`src/rtl/sdram_port_arbiter.sv`:
```
// Two-port round-robin arbiter in front of a single-request SDRAM controller.
// Each port owns one pending slot; accesses are issued one at a time with an optional WAIT timeout.
module sdram_port_arbiter #(
  parameter int ADDR_BITS      = 23,
  parameter int XLEN           = 32,
  parameter int TIMEOUT_CYCLES = 255
) (
  input  logic                   clk,
  input  logic                   areset,
  input  logic                   p0_read_en,
  input  logic                   p0_write_en,
  input  logic [ADDR_BITS-1:0]   p0_addr,
  input  logic [XLEN/8-1:0]      p0_byte_enable,
  input  logic [XLEN-1:0]        p0_write_data,
  output logic                   p0_ack,
  output logic [XLEN-1:0]        p0_read_data,
  input  logic                   p1_read_en,
  input  logic                   p1_write_en,
  input  logic [ADDR_BITS-1:0]   p1_addr,
  input  logic [XLEN/8-1:0]      p1_byte_enable,
  input  logic [XLEN-1:0]        p1_write_data,
  output logic                   p1_ack,
  output logic [XLEN-1:0]        p1_read_data,
  output logic                   mem_cs,
  output logic                   mem_read0_write1,
  output logic [ADDR_BITS-1:0]   mem_addr,
  output logic [XLEN/8-1:0]      mem_byteenable,
  output logic [XLEN-1:0]        mem_write_data,
  input  logic                   mem_ack,
  input  logic [XLEN-1:0]        mem_read_data,
  output logic                   grant_p1,
  output logic                   busy,
  output logic                   protocol_error,
  output logic                   timeout_error
);

  localparam int BE    = XLEN / 8;
  localparam int CW    = (TIMEOUT_CYCLES > 1) ? $clog2(TIMEOUT_CYCLES) : 1;
  localparam int TO_M1 = (TIMEOUT_CYCLES > 0) ? TIMEOUT_CYCLES - 1 : 0;
  localparam logic [CW-1:0] TO_LAST = TO_M1[CW-1:0];

  typedef enum logic [1:0] {S_IDLE, S_ISSUE, S_WAIT} state_t;

  state_t               state_q, state_d;
  logic [1:0]           rd_en, wr_en, inflight;
  logic [ADDR_BITS-1:0] addr_in [2];
  logic [BE-1:0]        be_in   [2];
  logic [XLEN-1:0]      wdata_in[2];

  logic [1:0]           pend_q, pend_d, we_q, we_d;
  logic [ADDR_BITS-1:0] addr_q [2], addr_d [2];
  logic [BE-1:0]        be_q   [2], be_d   [2];
  logic [XLEN-1:0]      wdata_q[2], wdata_d[2];
  logic                 last_q, last_d, grant_q, grant_d;
  logic [CW-1:0]        cnt_q, cnt_d;
  logic                 mem_cs_q, mem_cs_d, mem_we_q, mem_we_d;
  logic [ADDR_BITS-1:0] mem_addr_q, mem_addr_d;
  logic [BE-1:0]        mem_be_q, mem_be_d;
  logic [XLEN-1:0]      mem_wdata_q, mem_wdata_d;
  logic [1:0]           ack_q, ack_d;
  logic [XLEN-1:0]      rdata_q[2], rdata_d[2];
  logic                 perr_q, perr_d, terr_q, terr_d;
  logic                 win;

  assign rd_en       = {p1_read_en, p0_read_en};
  assign wr_en       = {p1_write_en, p0_write_en};
  assign addr_in[0]  = p0_addr;
  assign addr_in[1]  = p1_addr;
  assign be_in[0]    = p0_byte_enable;
  assign be_in[1]    = p1_byte_enable;
  assign wdata_in[0] = p0_write_data;
  assign wdata_in[1] = p1_write_data;
  // The granted port stays busy from ISSUE until the cycle after its completion.
  assign inflight    = (state_q != S_IDLE) ? {grant_q, ~grant_q} : 2'b00;

  always_comb begin
    state_d     = state_q;
    pend_d      = pend_q;
    we_d        = we_q;
    addr_d      = addr_q;
    be_d        = be_q;
    wdata_d     = wdata_q;
    last_d      = last_q;
    grant_d     = grant_q;
    cnt_d       = cnt_q;
    mem_cs_d    = 1'b0;
    mem_we_d    = mem_we_q;
    mem_addr_d  = mem_addr_q;
    mem_be_d    = mem_be_q;
    mem_wdata_d = mem_wdata_q;
    ack_d       = '0;
    rdata_d     = rdata_q;
    perr_d      = perr_q;
    terr_d      = terr_q;
    win         = 1'b0;

    for (int unsigned p = 0; p < 2; p++) begin
      if (rd_en[p] || wr_en[p]) begin
        if (rd_en[p] && wr_en[p]) perr_d = 1'b1;
        if (pend_q[p] || inflight[p]) begin
          perr_d = 1'b1;
        end else begin
          pend_d[p]  = 1'b1;
          we_d[p]    = wr_en[p];
          addr_d[p]  = addr_in[p];
          be_d[p]    = be_in[p];
          wdata_d[p] = wdata_in[p];
        end
      end
    end

    unique case (state_q)
      S_IDLE: begin
        if (|pend_q) begin
          win         = (pend_q == 2'b11) ? ~last_q : pend_q[1];
          state_d     = S_ISSUE;
          mem_cs_d    = 1'b1;
          mem_we_d    = we_q[win];
          mem_addr_d  = addr_q[win];
          mem_be_d    = be_q[win];
          mem_wdata_d = wdata_q[win];
          pend_d[win] = 1'b0;
          last_d      = win;
          grant_d     = win;
        end
      end
      S_ISSUE: begin
        state_d = S_WAIT;
        cnt_d   = '0;
      end
      S_WAIT: begin
        if (mem_ack) begin
          ack_d[grant_q]   = 1'b1;
          rdata_d[grant_q] = mem_read_data;
          state_d          = S_IDLE;
        end else if ((TIMEOUT_CYCLES != 0) && (cnt_q == TO_LAST)) begin
          ack_d[grant_q]   = 1'b1;
          rdata_d[grant_q] = '0;
          terr_d           = 1'b1;
          state_d          = S_IDLE;
        end else begin
          cnt_d = cnt_q + CW'(1);
        end
      end
      default: state_d = S_IDLE;
    endcase
  end

  always_ff @(posedge clk or posedge areset) begin
    if (areset) begin
      state_q     <= S_IDLE;
      pend_q      <= '0;
      we_q        <= '0;
      addr_q      <= '{default: '0};
      be_q        <= '{default: '0};
      wdata_q     <= '{default: '0};
      last_q      <= 1'b1;
      grant_q     <= 1'b0;
      cnt_q       <= '0;
      mem_cs_q    <= 1'b0;
      mem_we_q    <= 1'b0;
      mem_addr_q  <= '0;
      mem_be_q    <= '0;
      mem_wdata_q <= '0;
      ack_q       <= '0;
      rdata_q     <= '{default: '0};
      perr_q      <= 1'b0;
      terr_q      <= 1'b0;
    end else begin
      state_q     <= state_d;
      pend_q      <= pend_d;
      we_q        <= we_d;
      addr_q      <= addr_d;
      be_q        <= be_d;
      wdata_q     <= wdata_d;
      last_q      <= last_d;
      grant_q     <= grant_d;
      cnt_q       <= cnt_d;
      mem_cs_q    <= mem_cs_d;
      mem_we_q    <= mem_we_d;
      mem_addr_q  <= mem_addr_d;
      mem_be_q    <= mem_be_d;
      mem_wdata_q <= mem_wdata_d;
      ack_q       <= ack_d;
      rdata_q     <= rdata_d;
      perr_q      <= perr_d;
      terr_q      <= terr_d;
    end
  end

  assign p0_ack           = ack_q[0];
  assign p1_ack           = ack_q[1];
  assign p0_read_data     = rdata_q[0];
  assign p1_read_data     = rdata_q[1];
  assign mem_cs           = mem_cs_q;
  assign mem_read0_write1 = mem_we_q;
  assign mem_addr         = mem_addr_q;
  assign mem_byteenable   = mem_be_q;
  assign mem_write_data   = mem_wdata_q;
  assign grant_p1         = grant_q;
  assign busy             = (state_q != S_IDLE);
  assign protocol_error   = perr_q;
  assign timeout_error    = terr_q;

endmodule

```
`config.mk`:
```
export PLATFORM = sky130hd
export DESIGN_NAME = sdram_port_arbiter
export DESIGN_NICKNAME = d
export VERILOG_FILES = /design/src/rtl/sdram_port_arbiter.sv
export SDC_FILE = /design/constraint.sdc
export NUM_CORES = 1
export LEC_CHECK = 0
export ABC_AREA = 1
export BUFFER_PORTS_ARGS = -buffer_cell sky130_fd_sc_hd__buf_4
export CORE_ASPECT_RATIO = 0.9
export CORE_MARGIN = 8
export CORE_UTILIZATION = 45
export DETAILED_ROUTE_END_ITERATION = 7
export PLACE_DENSITY_LB_ADDON = 0.05
export RECOVER_POWER = 25
export SYNTH_ARGS = -nofsm -noshare
export SYNTH_HDL_FRONTEND = slang
export SYNTH_SLANG_ARGS = --single-unit
```
`constraint.sdc`:
```
create_clock -name clk -period 10.7 [get_ports clk]
set_input_delay 1.605 -clock clk [delete_from_list [all_inputs] [get_ports clk]]
set_output_delay 1.605 -clock clk [all_outputs]
set_load 0.1 [all_outputs]
```
; ---- Word-level counts from Yosys, hierarchy flattened
; Index checks and enable logic that the tools add are counted.
[op_classes]
add_sub_neg = 1
mul = 0
n_div = 0
order_cmp = 7
n_eq_ne = 8
n_shift = 0
muxes = 46
bitwise = 11
n_reduce_logical = 21
[ops]
columns = op, count
row1 = $mux W32, 4
row2 = $mux W64, 2
row3 = $mux W23, 3
row4 = $and A64 B64 Y64, 1
row5 = $bwmux W64, 1
row6 = $not A64 Y64, 1
row7 = $demux W32 S1, 1
row8 = $mux W2, 9
row9 = $mux W1, 17
row10 = $mux W8, 2
row11 = $pmux W8 S2, 1
row12 = $mux W4, 3
row13 = $reduce_and A2 Y1, 5
row14 = $add A8 B1 Y8 const B, 1
row15 = $eq A8 B8 Y1 const B, 1
row16 = $ne A2 B2 Y1 const B, 3
row17 = $pmux W2 S3, 1
row18 = $reduce_and A3 Y1, 2
row19 = $reduce_bool A2 Y1, 3
row20 = $logic_and A1 B1 Y1, 5
row21 = $not A1 Y1, 5
row22 = $eq A2 B2 Y1 const B, 2
row23 = $ge A2 B2 Y1 const B, 2
row24 = $logic_or A1 B1 Y1, 4
row25 = other kinds (11), 15
[word_totals]
regBits = 263
latchBits = 0
ram_bits = 0
rom_bits = 0
in_bits = 157
n_memories = 0

; ---- Longest topological paths before layout
[depth]
depth_word = 10
depth_mapped = 10
ltp_nobuf = 9

; ---- Worst setup path before layout
; No wires, ideal clock.
[synth_timing]
path_type = register -> output
startpoint = register rdata_q, in the netlist p0_read_data[0]
endpoint = output port p0_read_data[0]
t_arrival_ps = 911
t_required_ps = 9095
slack_ps = 8184
path_stages_with_launch = 1
path_cell_list = dfrtp_1
[synth_rtl]
columns = element, line_no
row1 = from (decl), 61  ; logic [XLEN-1:0] rdata_q[2], rdata_d[2];
row2 = from (signal assigned), 185  ; rdata_q <= rdata_d;
row3 = to (decl), 16  ; output logic [XLEN-1:0] p0_read_data,
; No word-level cell between the ends.

==> flow_summary.yaml <==
status:
  status: "complete, but fails checks"
  violations: "capacitance limit, slew limit"
clock_network:
  cts_setup_buffers: 0
  clockRootBuffer: "clkbuf_16"
  cts_sinks: 263
  cts.htree.levels: 1
  insertion_delay_ps: 550
  clk_pin_slew_ps: 60
  cts_tree: "done"
  cts_buffers: 29
  cts_hold_buf: 0
  ctsResizeCount: 0
  clk_path_buf_depth: 3
timing:
  worst_pin_slew_ps: 5510
  drv_slew: 299
  hold_viol: 0
  finalSetupTns_ps: 0
  slew_headroom_pct: -269
  finalSetupViolations: 0
  setup_ws_ps: 5190
  hold-worst-slack_ps: 472
  rsz0062_at_grt: "no"
  fin_worst_skew_ps: 20.5
  period_share_pct: 51.5
  fmax_mhz: 181
  finalCriticalPeriod_ps: 5510
routing:
  vias: 9085
  wl_um: 31400
  wl_per_cell_um: 17.3
  ant_nets: 0
  drt_iter0_markers: 691
  drc: 0
  via_per_inst: 5.00
  firstDrtPassIters: 5
final_layout:
  nNetsFinal: 1645
  areaGrowthSynthToFinish_pct: 28.1
  drive_above_1_share_pct: 24.7
  final_util_pct: 58.6
synth:
  yosysMostFrequentCell: "nand2_1"
  yosysWarnings: 0
  synthDistinctLibCells: 29
  synth_common_cells: "nand2_1 (335), dfrtp_1 (262), inv_1 (133), o21ai_1 (130), o21ai_0 (107)"
  synth_edf_count: 0
  syn-num-nets: 1395
  avgSynthCellArea_um2: 8.96
  syn_area_um2: 11100
  syn-instance-count: 1236
  synth_flop_cell: "dfrtp_1"
  synth_seq_cells: 263
  synth.area.top_cells: "dfrtp_1 (59%), nand2_1 (11%), o21ai_1 (5.9%)"
  synth_area_leader_cell: "dfrtp_1"
  seq_area_frac_synth_pct: 59.4
  synth.top_cell.area_share_pct: 59.2
  synthArstFlopShare_pct: 100
placement:
  place.gp.congestion: 0.767
  post-dp-hpwl_um: 20900
  portBuffers: 287
  place_ws_ps: 7190
critical_path:
  cp.arrival_ps: 6040
  startpoint_type: "input pin"
  worstSetupPathType: "input pin to async pin"
  crit_required_ps: 11230
  cp-end-kind: "async pin"
  worstPathMaxFanout: 123
floorplan:
  die_area_um2: 29900
  core_um2: 24200
  initial_core_util_pct: 45.8
  rows: 54
  die-height_um: 165
  ios: 288
  die_w_um: 181
hold_path:
  min_path_type: "register to register"
grt:
  antenna_found_initial: 2
  grt_pass1_vias: 9180
  grt_pass1_wl_um: 50900
  track_usage_pct: 20.9
  grt_max_degree: 124
  overflow: 0
job:
  cap_violations: 4
[cell type report]
cell class	count	area, um^2
multi-input cells	755	3490
diodes	2	5.00
flip-flops and latches	263	6580
fillers	2220	10000
clock buffers	41	851
repair buffers	297	2210
inverters	140	529
well taps	308	385
clock inverters	12	121
[sequential cells by signal, indices dropped and copies added, names as in the netlist]
| register | count |
|---|---|
| ack_q | 2 |
| p0_read_data | 32 |
| protocol_error | 1 |
| be_q | 8 |
| timeout_error | 1 |
| addr_q | 46 |
| wdata_q | 64 |
| mem_byteenable | 4 |
| pend_q | 2 |
| we_q | 2 |
| mem_write_data | 32 |
| last_q | 1 |
| mem_addr | 23 |
| mem_cs | 1 |
| cnt_q | 8 |
| p1_read_data | 32 |
| mem_read0_write1 | 1 |
| grant_p1 | 1 |
| state_q | 2 |
[final timing paths]
path / start / endpoint / depth (start not counted) / slack [ps]
max: areset / mem_byteenable[1] / 3 / 5190
min: p0_read_data[13] / p0_read_data[13] / 2 / 470
max reg2reg: last_q / grant_p1 / 6 / 6750
min reg2reg: p0_read_data[13] / p0_read_data[13] / 2 / 470
max in group clk: mem_ack / p0_read_data[18] / 6 / 6260
min in group asynchronous: areset / wdata_q[26] / 2 / 2780
[critical path: stages]
cell	delay [ps]
clkbuf_4	110
clkinvlp_2	3030
buf_4	1080
[per-layer routing]
layer	wire (um)	vias to the layer above	GRT usage (%)
met5	0	-	0
met4	665	0	5.51
met3	1990	46	4.95
met2	14300	243	32.3
met1	14500	4335	29.4
li1	-	4461	-
[layout by cell type (no fill, tap or decap), drive strengths merged, types with 2 or more instances in the layout]
master,count
or2,2
xor2,2
clkbuf,46
buf,292
nand3,19
bufinv,2
dfrtp,262
o21ai,237
inv,140
a21oi,5
nand2,348
nand4,66
diode,2
clkinvlp,4
nor2,71
ha,2
clkinv,6
[stage by stage]
step                      cells  area [um^2]
after floorplan            1236        11100
after global placement     1763        13200
after detailed placement   1763        13200
after CTS                  1816        14200
after global routing       1818        14200
final                      1818        14200
[cells by family (layout without fill, tap and decap cells)]
| group | count (synthesis) | count (layout) | share of synthesized area, % |
|---|---|---|---|
| xor gates and xnor gates | 3 | 3 | 0.237 |
| AOI/OAI and AO/OA | 243 | 243 | 11.0 |
| DFF | 263 | 263 | 59.4 |
| other | 0 | 2 | 0 |
| buffers and inverters | 218 | 490 | 9.20 |
| adders and majority gates | 2 | 2 | 0.226 |
| and+or+nand+nor | 507 | 507 | 19.9 |
Power is left out: the tool's default activity adds up to more than one toggle a clock period on the data nets, which glitch-free logic cannot reach.
